--- src/rtl/reg_access_sequencer_pkg.sv ---
// Shared types and constants for the register-block access sequencer.
// State encoding, legal register-number width and arbitration mode selectors.
package reg_access_sequencer_pkg;

   typedef enum logic [2:0] {
      ST_IDLE  = 3'd0,
      ST_ADDR  = 3'd1,
      ST_CHECK = 3'd2,
      ST_WRITE = 3'd3,
      ST_READ  = 3'd4,
      ST_CAPT  = 3'd5,
      ST_RESP  = 3'd6
   } state_e;

   localparam int REG_NUM_LEGAL_BITS = 5;

   localparam int ARB_RR    = 0;
   localparam int ARB_FIXED = 1;

   function automatic logic [1:0] onehot2(input logic idx);
      return idx ? 2'b10 : 2'b01;
   endfunction

endpackage

--- src/rtl/reg_access_sequencer_arbiter.sv ---
// Two-input arbiter, combinational grant; round-robin or fixed priority to input 0.
// The last-grant pointer only moves when the caller accepts the grant (gnt_take).
module reg_req_arbiter
   import reg_access_sequencer_pkg::*;
#(
   parameter int ARB_MODE = ARB_RR
) (
   input  logic       clk,
   input  logic       reset_n,
   input  logic [1:0] req_vld,
   input  logic       gnt_take,
   output logic       gnt_idx,
   output logic       gnt_vld
);

   logic last_q, last_d;

   always_comb begin
      gnt_vld = |req_vld;
      gnt_idx = 1'b0;
      if (req_vld == 2'b11) begin
         gnt_idx = (ARB_MODE == ARB_FIXED) ? 1'b0 : ~last_q;
      end else begin
         gnt_idx = req_vld[1];
      end
      last_d = last_q;
      if (gnt_take && gnt_vld) begin
         last_d = gnt_idx;
      end
   end

   always_ff @(posedge clk or negedge reset_n) begin
      if (!reset_n) begin
         last_q <= 1'b0;
      end else begin
         last_q <= last_d;
      end
   end

endmodule

--- src/rtl/reg_access_sequencer.sv ---
// Sequences single-word register transactions from two requesters into the register block's
// latch/check/strobe protocol; write 4, read 5, illegal 3 cycles to ack; one transaction at a time.
module reg_access_sequencer
   import reg_access_sequencer_pkg::*;
#(
   parameter int ARB_MODE = ARB_RR,
   parameter int ERRCNT_W = 16
) (
   input  logic                clk,
   input  logic                reset_n,
   input  logic [1:0]          req_valid,
   input  logic [1:0]          req_write,
   input  logic [63:0]         req_addr,
   input  logic [63:0]         req_wdata,
   output logic [1:0]          req_ack,
   output logic [31:0]         rsp_rdata,
   output logic                rsp_err,
   output logic                busy,
   output logic [ERRCNT_W-1:0] err_count,
   output logic [31:0]         rb_rx_data,
   output logic                rb_reg_num_le,
   output logic                rb_wr_en,
   output logic                rb_rd_en,
   input  logic [31:0]         rb_tx_data,
   input  logic                rb_illegal_reg_num
);

   state_e              state_q, state_d;
   logic                gnt_q, gnt_d;
   logic                write_q, write_d;
   logic [31:0]         addr_q, addr_d;
   logic [31:0]         wdata_q, wdata_d;
   logic [ERRCNT_W-1:0] err_count_q, err_count_d;
   logic [1:0]          req_ack_q, req_ack_d;
   logic [31:0]         rsp_rdata_q, rsp_rdata_d;
   logic                rsp_err_q, rsp_err_d;
   logic                busy_q, busy_d;
   logic [31:0]         rb_rx_data_q, rb_rx_data_d;
   logic                rb_reg_num_le_q, rb_reg_num_le_d;
   logic                rb_wr_en_q, rb_wr_en_d;
   logic                rb_rd_en_q, rb_rd_en_d;

   logic gnt_idx, gnt_vld, gnt_take;

   reg_req_arbiter #(.ARB_MODE(ARB_MODE)) u_arb (
      .clk      (clk),
      .reset_n  (reset_n),
      .req_vld  (req_valid),
      .gnt_take (gnt_take),
      .gnt_idx  (gnt_idx),
      .gnt_vld  (gnt_vld)
   );

   always_comb begin
      state_d     = state_q;
      gnt_d       = gnt_q;
      write_d     = write_q;
      addr_d      = addr_q;
      wdata_d     = wdata_q;
      err_count_d = err_count_q;
      rsp_rdata_d = '0;
      rsp_err_d   = 1'b0;
      gnt_take    = 1'b0;

      case (state_q)
         ST_IDLE: begin
            if (gnt_vld) begin
               gnt_take = 1'b1;
               gnt_d    = gnt_idx;
               write_d  = req_write[gnt_idx];
               addr_d   = gnt_idx ? req_addr[63:32]  : req_addr[31:0];
               wdata_d  = gnt_idx ? req_wdata[63:32] : req_wdata[31:0];
               state_d  = ST_ADDR;
            end
         end
         ST_ADDR:  state_d = ST_CHECK;
         ST_CHECK: begin
            if (rb_illegal_reg_num) begin
               rsp_err_d = 1'b1;
               if (err_count_q != '1) begin
                  err_count_d = err_count_q + 1'b1;
               end
               state_d = ST_RESP;
            end else begin
               state_d = write_q ? ST_WRITE : ST_READ;
            end
         end
         ST_WRITE: state_d = ST_RESP;
         ST_READ:  state_d = ST_CAPT;
         ST_CAPT: begin
            rsp_rdata_d = rb_tx_data;
            state_d     = ST_RESP;
         end
         ST_RESP:  state_d = ST_IDLE;
         default:  state_d = ST_IDLE;
      endcase

      // Outputs are decoded from the next state so they are registered yet line up with it.
      rb_reg_num_le_d = (state_d == ST_ADDR);
      rb_wr_en_d      = (state_d == ST_WRITE);
      rb_rd_en_d      = (state_d == ST_READ);
      busy_d          = (state_d != ST_IDLE);
      req_ack_d       = (state_d == ST_RESP) ? onehot2(gnt_d) : 2'b00;
      rb_rx_data_d    = '0;
      if (state_d == ST_ADDR) begin
         rb_rx_data_d = addr_d;
      end else if (state_d == ST_WRITE) begin
         rb_rx_data_d = wdata_d;
      end
   end

   always_ff @(posedge clk or negedge reset_n) begin
      if (!reset_n) begin
         state_q         <= ST_IDLE;
         gnt_q           <= 1'b0;
         write_q         <= 1'b0;
         addr_q          <= '0;
         wdata_q         <= '0;
         err_count_q     <= '0;
         req_ack_q       <= '0;
         rsp_rdata_q     <= '0;
         rsp_err_q       <= 1'b0;
         busy_q          <= 1'b0;
         rb_rx_data_q    <= '0;
         rb_reg_num_le_q <= 1'b0;
         rb_wr_en_q      <= 1'b0;
         rb_rd_en_q      <= 1'b0;
      end else begin
         state_q         <= state_d;
         gnt_q           <= gnt_d;
         write_q         <= write_d;
         addr_q          <= addr_d;
         wdata_q         <= wdata_d;
         err_count_q     <= err_count_d;
         req_ack_q       <= req_ack_d;
         rsp_rdata_q     <= rsp_rdata_d;
         rsp_err_q       <= rsp_err_d;
         busy_q          <= busy_d;
         rb_rx_data_q    <= rb_rx_data_d;
         rb_reg_num_le_q <= rb_reg_num_le_d;
         rb_wr_en_q      <= rb_wr_en_d;
         rb_rd_en_q      <= rb_rd_en_d;
      end
   end

   assign req_ack       = req_ack_q;
   assign rsp_rdata     = rsp_rdata_q;
   assign rsp_err       = rsp_err_q;
   assign busy          = busy_q;
   assign err_count     = err_count_q;
   assign rb_rx_data    = rb_rx_data_q;
   assign rb_reg_num_le = rb_reg_num_le_q;
   assign rb_wr_en      = rb_wr_en_q;
   assign rb_rd_en      = rb_rd_en_q;

endmodule

--- config.mk ---
export PLATFORM = sky130hd
export DESIGN_NAME = reg_access_sequencer
export DESIGN_NICKNAME = d
export VERILOG_FILES = /design/src/rtl/reg_access_sequencer_pkg.sv /design/src/rtl/reg_access_sequencer_arbiter.sv /design/src/rtl/reg_access_sequencer.sv
export SDC_FILE = /design/constraint.sdc
export NUM_CORES = 1
export LEC_CHECK = 0
export ABC_CLOCK_PERIOD_IN_PS = 1950
export BUFFER_PORTS_ARGS = -buffer_cell sky130_fd_sc_hd__buf_2
export CAP_MARGIN = 20
export CORE_MARGIN = 4
export CORE_UTILIZATION = 30
export CTS_BUF_LIST = sky130_fd_sc_hd__clkbuf_8
export CTS_CLUSTER_SIZE = 12
export DETAILED_ROUTE_END_ITERATION = 7
export SLEW_MARGIN = 20
export SYNTH_ARGS = -nofsm -noshare
export SYNTH_HDL_FRONTEND = slang
export SYNTH_SLANG_ARGS = --single-unit
--- constraint.sdc ---
create_clock -name clk -period 1.95 [get_ports clk]
set_clock_uncertainty 0.15 [all_clocks]
set_input_delay 0.195 -clock clk [delete_from_list [all_inputs] [get_ports clk]]
set_output_delay 0.195 -clock clk [all_outputs]
set_load 0.005 [all_outputs]
Yosys cells after proc, flatten, opt, wreduce, memory -nomap -nowiden
Cells that the tools add are included.
{ "totals": {"ff_bits": 157, "latch_bits": 0, "ram_bits": 0, "rom_bits": 0, "elab_cells": 60, "n_memories": 0} }
{ "classes": {"add_sub_neg": 1, "multipliers": 0, "n_div": 0, "order_cmp": 1, "eq_ne": 11, "n_shift": 0, "mux": 24, "n_bitwise": 1, "reduce_logical": 7} }
{ "ops": {"columns": ["cell", "n"], "rows": [
  ["2-to-1 mux 32 bit", 9],
  ["adder 16 x 1 -> 16 bit, second input constant", 1],
  ["!= test 16 bit, second input constant", 1],
  ["case mux 3 bit (5 select lines)", 1],
  ["equality test 3 bit, second input constant", 4],
  ["equality test 3 x 2 -> 1 bit, second input constant", 3],
  ["2-to-1 mux 1 bit", 9],
  ["2-to-1 mux 3 bit", 3],
  ["equality test 3 x 1 -> 1 bit, second input constant", 2],
  ["2-to-1 mux 2 bit", 2],
  ["OR reduction 2 bit", 2],
  ["zero test 3 bit", 1],
  ["AND reduction 3 bit", 1],
  ["nonzero test 3 bit", 1],
  ["equality test 2 bit, second input constant", 1],
  ["< comparator 1 x 2 -> 1 bit, second input constant", 1],
  ["AND reduction 2 bit", 1],
  ["logical AND 1 bit", 1],
  ["inverter 1 bit", 1]
]} }

Logic depth before layout (Yosys ltp)
{ "depth": {"word_depth": 7, "ltp_mapped": 6, "mapped_depth_nobuf": 5} }

By module
A second synthesis with hierarchy kept.
{ "unflattened": {"hier_cells": 432, "area_unflattened_um2": 5300.1} }
{ "by_module_without_submodules": {"columns": ["mod", "n_inst", "cells_per_inst", "area_per_inst_um2", "seq_area_each_um2"], "rows": [
  ["reg_access_sequencer", 1, 427, 5250.0, 3103.0],
  ["reg_req_arbiter", 1, 5, 50.0, 25.0]
]} }

Worst setup path before layout
OpenSTA, ideal clock, no wires.
{ "synth_path": {"path_type": "reg2reg", "startpoint": "register err_count_q[0], in the netlist err_count[0]", "endpoint": "register err_count_q[1], in the netlist err_count[1]", "setup_time_ns": 0.125, "arrival_time_ns": 1.596, "required_time_ns": 1.675, "setup_slack_ns": 0.080, "stages_incl_launch_ff": 6, "path_cell_list": "dfrtp_1 ha_1 nand3_1 nor4_2 nor2_1 mux2_2"} }
{ "synth_via": {"elab_chain_cells": 2} }
{ "synth_lines": {"columns": ["item", "line", "rtl"], "rows": [
  ["start, declared", "reg_access_sequencer.sv:33", "logic [ERRCNT_W-1:0] err_count_q, err_count_d;"],
  ["start signal, assigned", "reg_access_sequencer.sv:134", "err_count_q <= err_count_d;"],
  ["branches (longest 2 deep; another with adder 16 x 1 -> 16 bit)", null, null]
]} }
Parallel ways; which one is timed is not known.
A chain may end at the register's enable or synchronous reset.

Worst setup path in the final report
{ "layout_path": {"startpoint": "input req_valid[0]", "endpoint": "register rb_rx_data_q[24], in the netlist rb_rx_data[24]"} }
{ "layout_via": {"elab_chain_cells": 7} }
{ "layout_lines": {"columns": ["item", "line", "rtl"], "rows": [
  ["start, declared", "reg_access_sequencer.sv:11", "input logic [1:0] req_valid,"],
  ["branches (longest 6 deep; another with 2-to-1 mux 32 bit)", null, null],
  ["2-to-1 mux 32 bit (*)", "reg_access_sequencer.sv:105", "if (state_d == ST_ADDR) begin"],
  ["via rb_rx_data_d[24]", "reg_access_sequencer.sv:38", "logic [31:0] rb_rx_data_q, rb_rx_data_d;"],
  ["end signal, assigned", "reg_access_sequencer.sv:139", "rb_rx_data_q <= rb_rx_data_d;"],
  ["end, declared", "reg_access_sequencer.sv:38", null]
]} }
Mark *: on every way through the listed nets, which the timed path passes.

==> run metrics <==
initial antenna violation count=2; IO Count=254; CTS buffer count=17; post-route DRC violation count=0; slowest stage cell, crit path=dlygate4sd3_1; min-delay worst type=in -> reg; GRT Resource Usage Total=19.40%; leading post-synthesis cells by cell area=dfrtp_1, o22ai_1, mux2i_1, and2_1, a21oi_1; first-pass GRT wire length=28,290 um; Ys Warns=0; Tightest Pin Transition=~0.68 ns; CTS tree=yes; status=finished clean; Layout Cells excl Fill=1,095; Clock Path Buffers=2; chip height=137.3 um; pins over their slew limit=0; RSZ-0062 raised after global routing=true; DRT Pass-1 Iters=5; # rows=47; Required @ worst endpoint=2.07 ns; post-synth top area share=62.33%; via/cell ratio=4.839; DR iter-0 viols=239; grt ovf=0; cell taking the most area after synthesis=dfrtp_1; Worst setup EP type=flip-flop; vias in the first global route=approximately 5,700; Worst path max stage delay=~0.54 ns; mapped cell area=about 5000 um2; die area=18,860 um2; Total Wirelength=18,590 um; post-synthesis cell type count=36; count of clock tree sinks=125; gp weighted congestion=0.7963; detailed placement HPWL=10,690 um; Final nets=1,025; maxcap violations=0; Final setup viols=0; Worst Path Max Fanout=20; Setup CP Type=in -> reg; H-tree lvl count=4; Pleak=4.498 nW; I/O Buffers=approximately 250; Fillers=1,441; crit path launch type=input pin; P per Cell Area=approximately 1100 nW/um2; worst relative slew slack=54.73%; final hold violation count=0; largest net degree at the start of global routing=roughly 130; placed cell count=896; Detail Route Antenna Nets=0; DR vias=5,299; Cells after Synth=433; highest clock rate=0.5394 GHz; Tmin final=1.854 ns; CP Data Arrival Time=1.98 ns; per-cell routed wire length=between 15 and 20 um; post-layout util=52.97%; core box area=16,470 um2; Die Wd=137.3 um; P&R area growth vs syn=73.80%; peak supply drop=0.6098 mV; clk root buf=clkbuf_8; Post-Syn Area per Cell=11.59 um2; syn_nets=601; clk slew on worst S/H paths=around 0.070 ns; worst skew pair latency=0.42 ns; Tcrit/Tclk final=95.07%; #FFs+latches synth=roughly 130; register area share after synthesis=62.33%; CP Cell Sequence=dlygate4sd3_1 > buf_2 > nand2_1 > nand2_4 > buf_12 > mux2i_1 > o22ai_1; layout cells sized above 1=a little over a third; Starting Density=between 30% and 40%
[worst paths after layout]
check                               from             end  slack (ns)  cells after the start
min in group asynchronous        reset_n  rb_rx_data[10]        0.24                      3
hold reg to reg            err_count[15]   err_count[15]        0.35                      1
hold / removal             req_wdata[33]      wdata_q[1]        0.02                      3
max in group asynchronous        reset_n     wdata_q[23]        0.88                      3
setup reg to reg              state_q[0]   err_count[15]        0.12                      4
setup / recovery            req_valid[0]  rb_rx_data[24]         0.1                      7
[flip-flops by register name, indices dropped and copies added, names as in the netlist]
register and flops:
gnt_q 1, rb_rx_data 32, rsp_err 1, u_arb.last_q 1
req_ack 2, write_q 1, rb_wr_en 1, busy 1
rb_reg_num_le 1, rsp_rdata 32, wdata_q 32, state_q 3
rb_rd_en 1, err_count 16
[cell families after synthesis]
logic type                 count (synthesis)  synth area share, %
muxes                                     33                6.607
adders and majority gates                  1               0.2493
AOI/OAI and AO/OA                        111                13.09
buffers and inverters                     33                2.643
and+or+nand+nor                          117                12.81
xor gates and xnor gates                  13                2.269
DFF                                      125                62.33
[placed cells by master (no fill, tap or decap), types with 2 or more instances in the layout]
cell type,instances
buf_2,252
dlygate4sd3_1,162
dfrtp_1,125
o22ai_1,64
nor2_1,40
a21oi_1,35
mux2i_1,32
and2_1,32
clkbuf_8,18
buf_4,15
xor2_1,13
nand2_1,8
nor3_1,7
inv_1,6
diode_2,5
nand4_1,5
clkinv_2,5
bufinv_16,4
buf_12,4
nor3b_1,3
o21ai_0,3
or2_2,3
nor2b_1,3
a31oi_1,3
nand2b_1,2
or3_4,2
nand3_1,2
nor4_2,2
nor4_1,2
clkinvlp_4,2
[where the power goes]
group	leakage, nW	total, W	switching [W]	internal, W
clock	0.221	0.00241	0.00100	0.00141
combinational	2.68	0.00318	0.00172	0.00146
sequential	1.60	0.00368	0.000290	0.00339
[critical path, delay by kind of cell]
family                 cells  cell delay (ns)
buffers and inverters      3             0.94
multiplexers               1             0.28
AND/OR/NAND/NOR            2             0.42
AO/OA/AOI/OAI              1             0.13
[synth_stat cells, drive strengths merged]
| master | count |
|---|---|
| a211o | 1 |
| a21oi | 35 |
| a22o | 1 |
| a22oi | 1 |
| a31oi | 3 |
| a41oi | 1 |
| and2 | 32 |
| buf | 7 |
| clkbuf | 21 |
| clkinv | 1 |
| dfrtp | 125 |
| ha | 1 |
| inv | 4 |
| mux2 | 1 |
| mux2i | 32 |
| nand2 | 9 |
| nand2b | 2 |
| nand3 | 3 |
| nand4 | 5 |
| nand4bb | 1 |
| nor2 | 40 |
| nor2b | 3 |
| nor3 | 8 |
| nor3b | 3 |
| nor4 | 4 |
| nor4b | 2 |
| o21ai | 5 |
| o22ai | 64 |
| or2 | 3 |
| or3 | 2 |
| xor2 | 13 |
[layout make-up]
class                   instances  area (um2)  area share (%)
flip-flops and latches        125        3128           35.86
repair buffers                433        3075           35.26
multi-input cells             275        1788           20.50
well taps                     220       275.3           3.156
clock buffers                  18       247.7           2.840
clock inverters                14       176.4           2.023
inverters                       5       18.77          0.2152
diodes                          5       12.51          0.1435
[routing by layer]
metal  vias up  GRT usage (%)  part of all wire, %
met5         -              0                    0
met4         0          10.75                  5.7
met3        86          5.369                  6.2
met2       282          33.98                   51
met1      2529          21.16                   37
li1       2402              -                    -
[what timing repair did]
item | 4_1_cts | 5_1_grt
gates resized for setup | 0 | 1
endpoints found under the hold margin | 222 | 0
setup buffers | 0 | 0
endpoints found under the setup margin | 0 | 2
hold buffers | 162 | 0
[stage by stage]
stage	power, W	hold slack (ns)	cell area (um2)	setup WS (ns)	TNS [ns]
after floorplan	0.005283	-0.2506	5019	0.07952	0
after global placement	0.006524	0.1859	6659	0.1515	0
after detailed placement	0.006608	0.2006	6659	0.1169	0
after CTS	0.009320	0.002496	8705	0.09881	0
after global routing	0.009876	0.01182	8715	-0.004271	-0.004271
final	0.009264	0.01715	8722	0.09609	0
No activity file was read; power rests on OpenSTA's default activity.
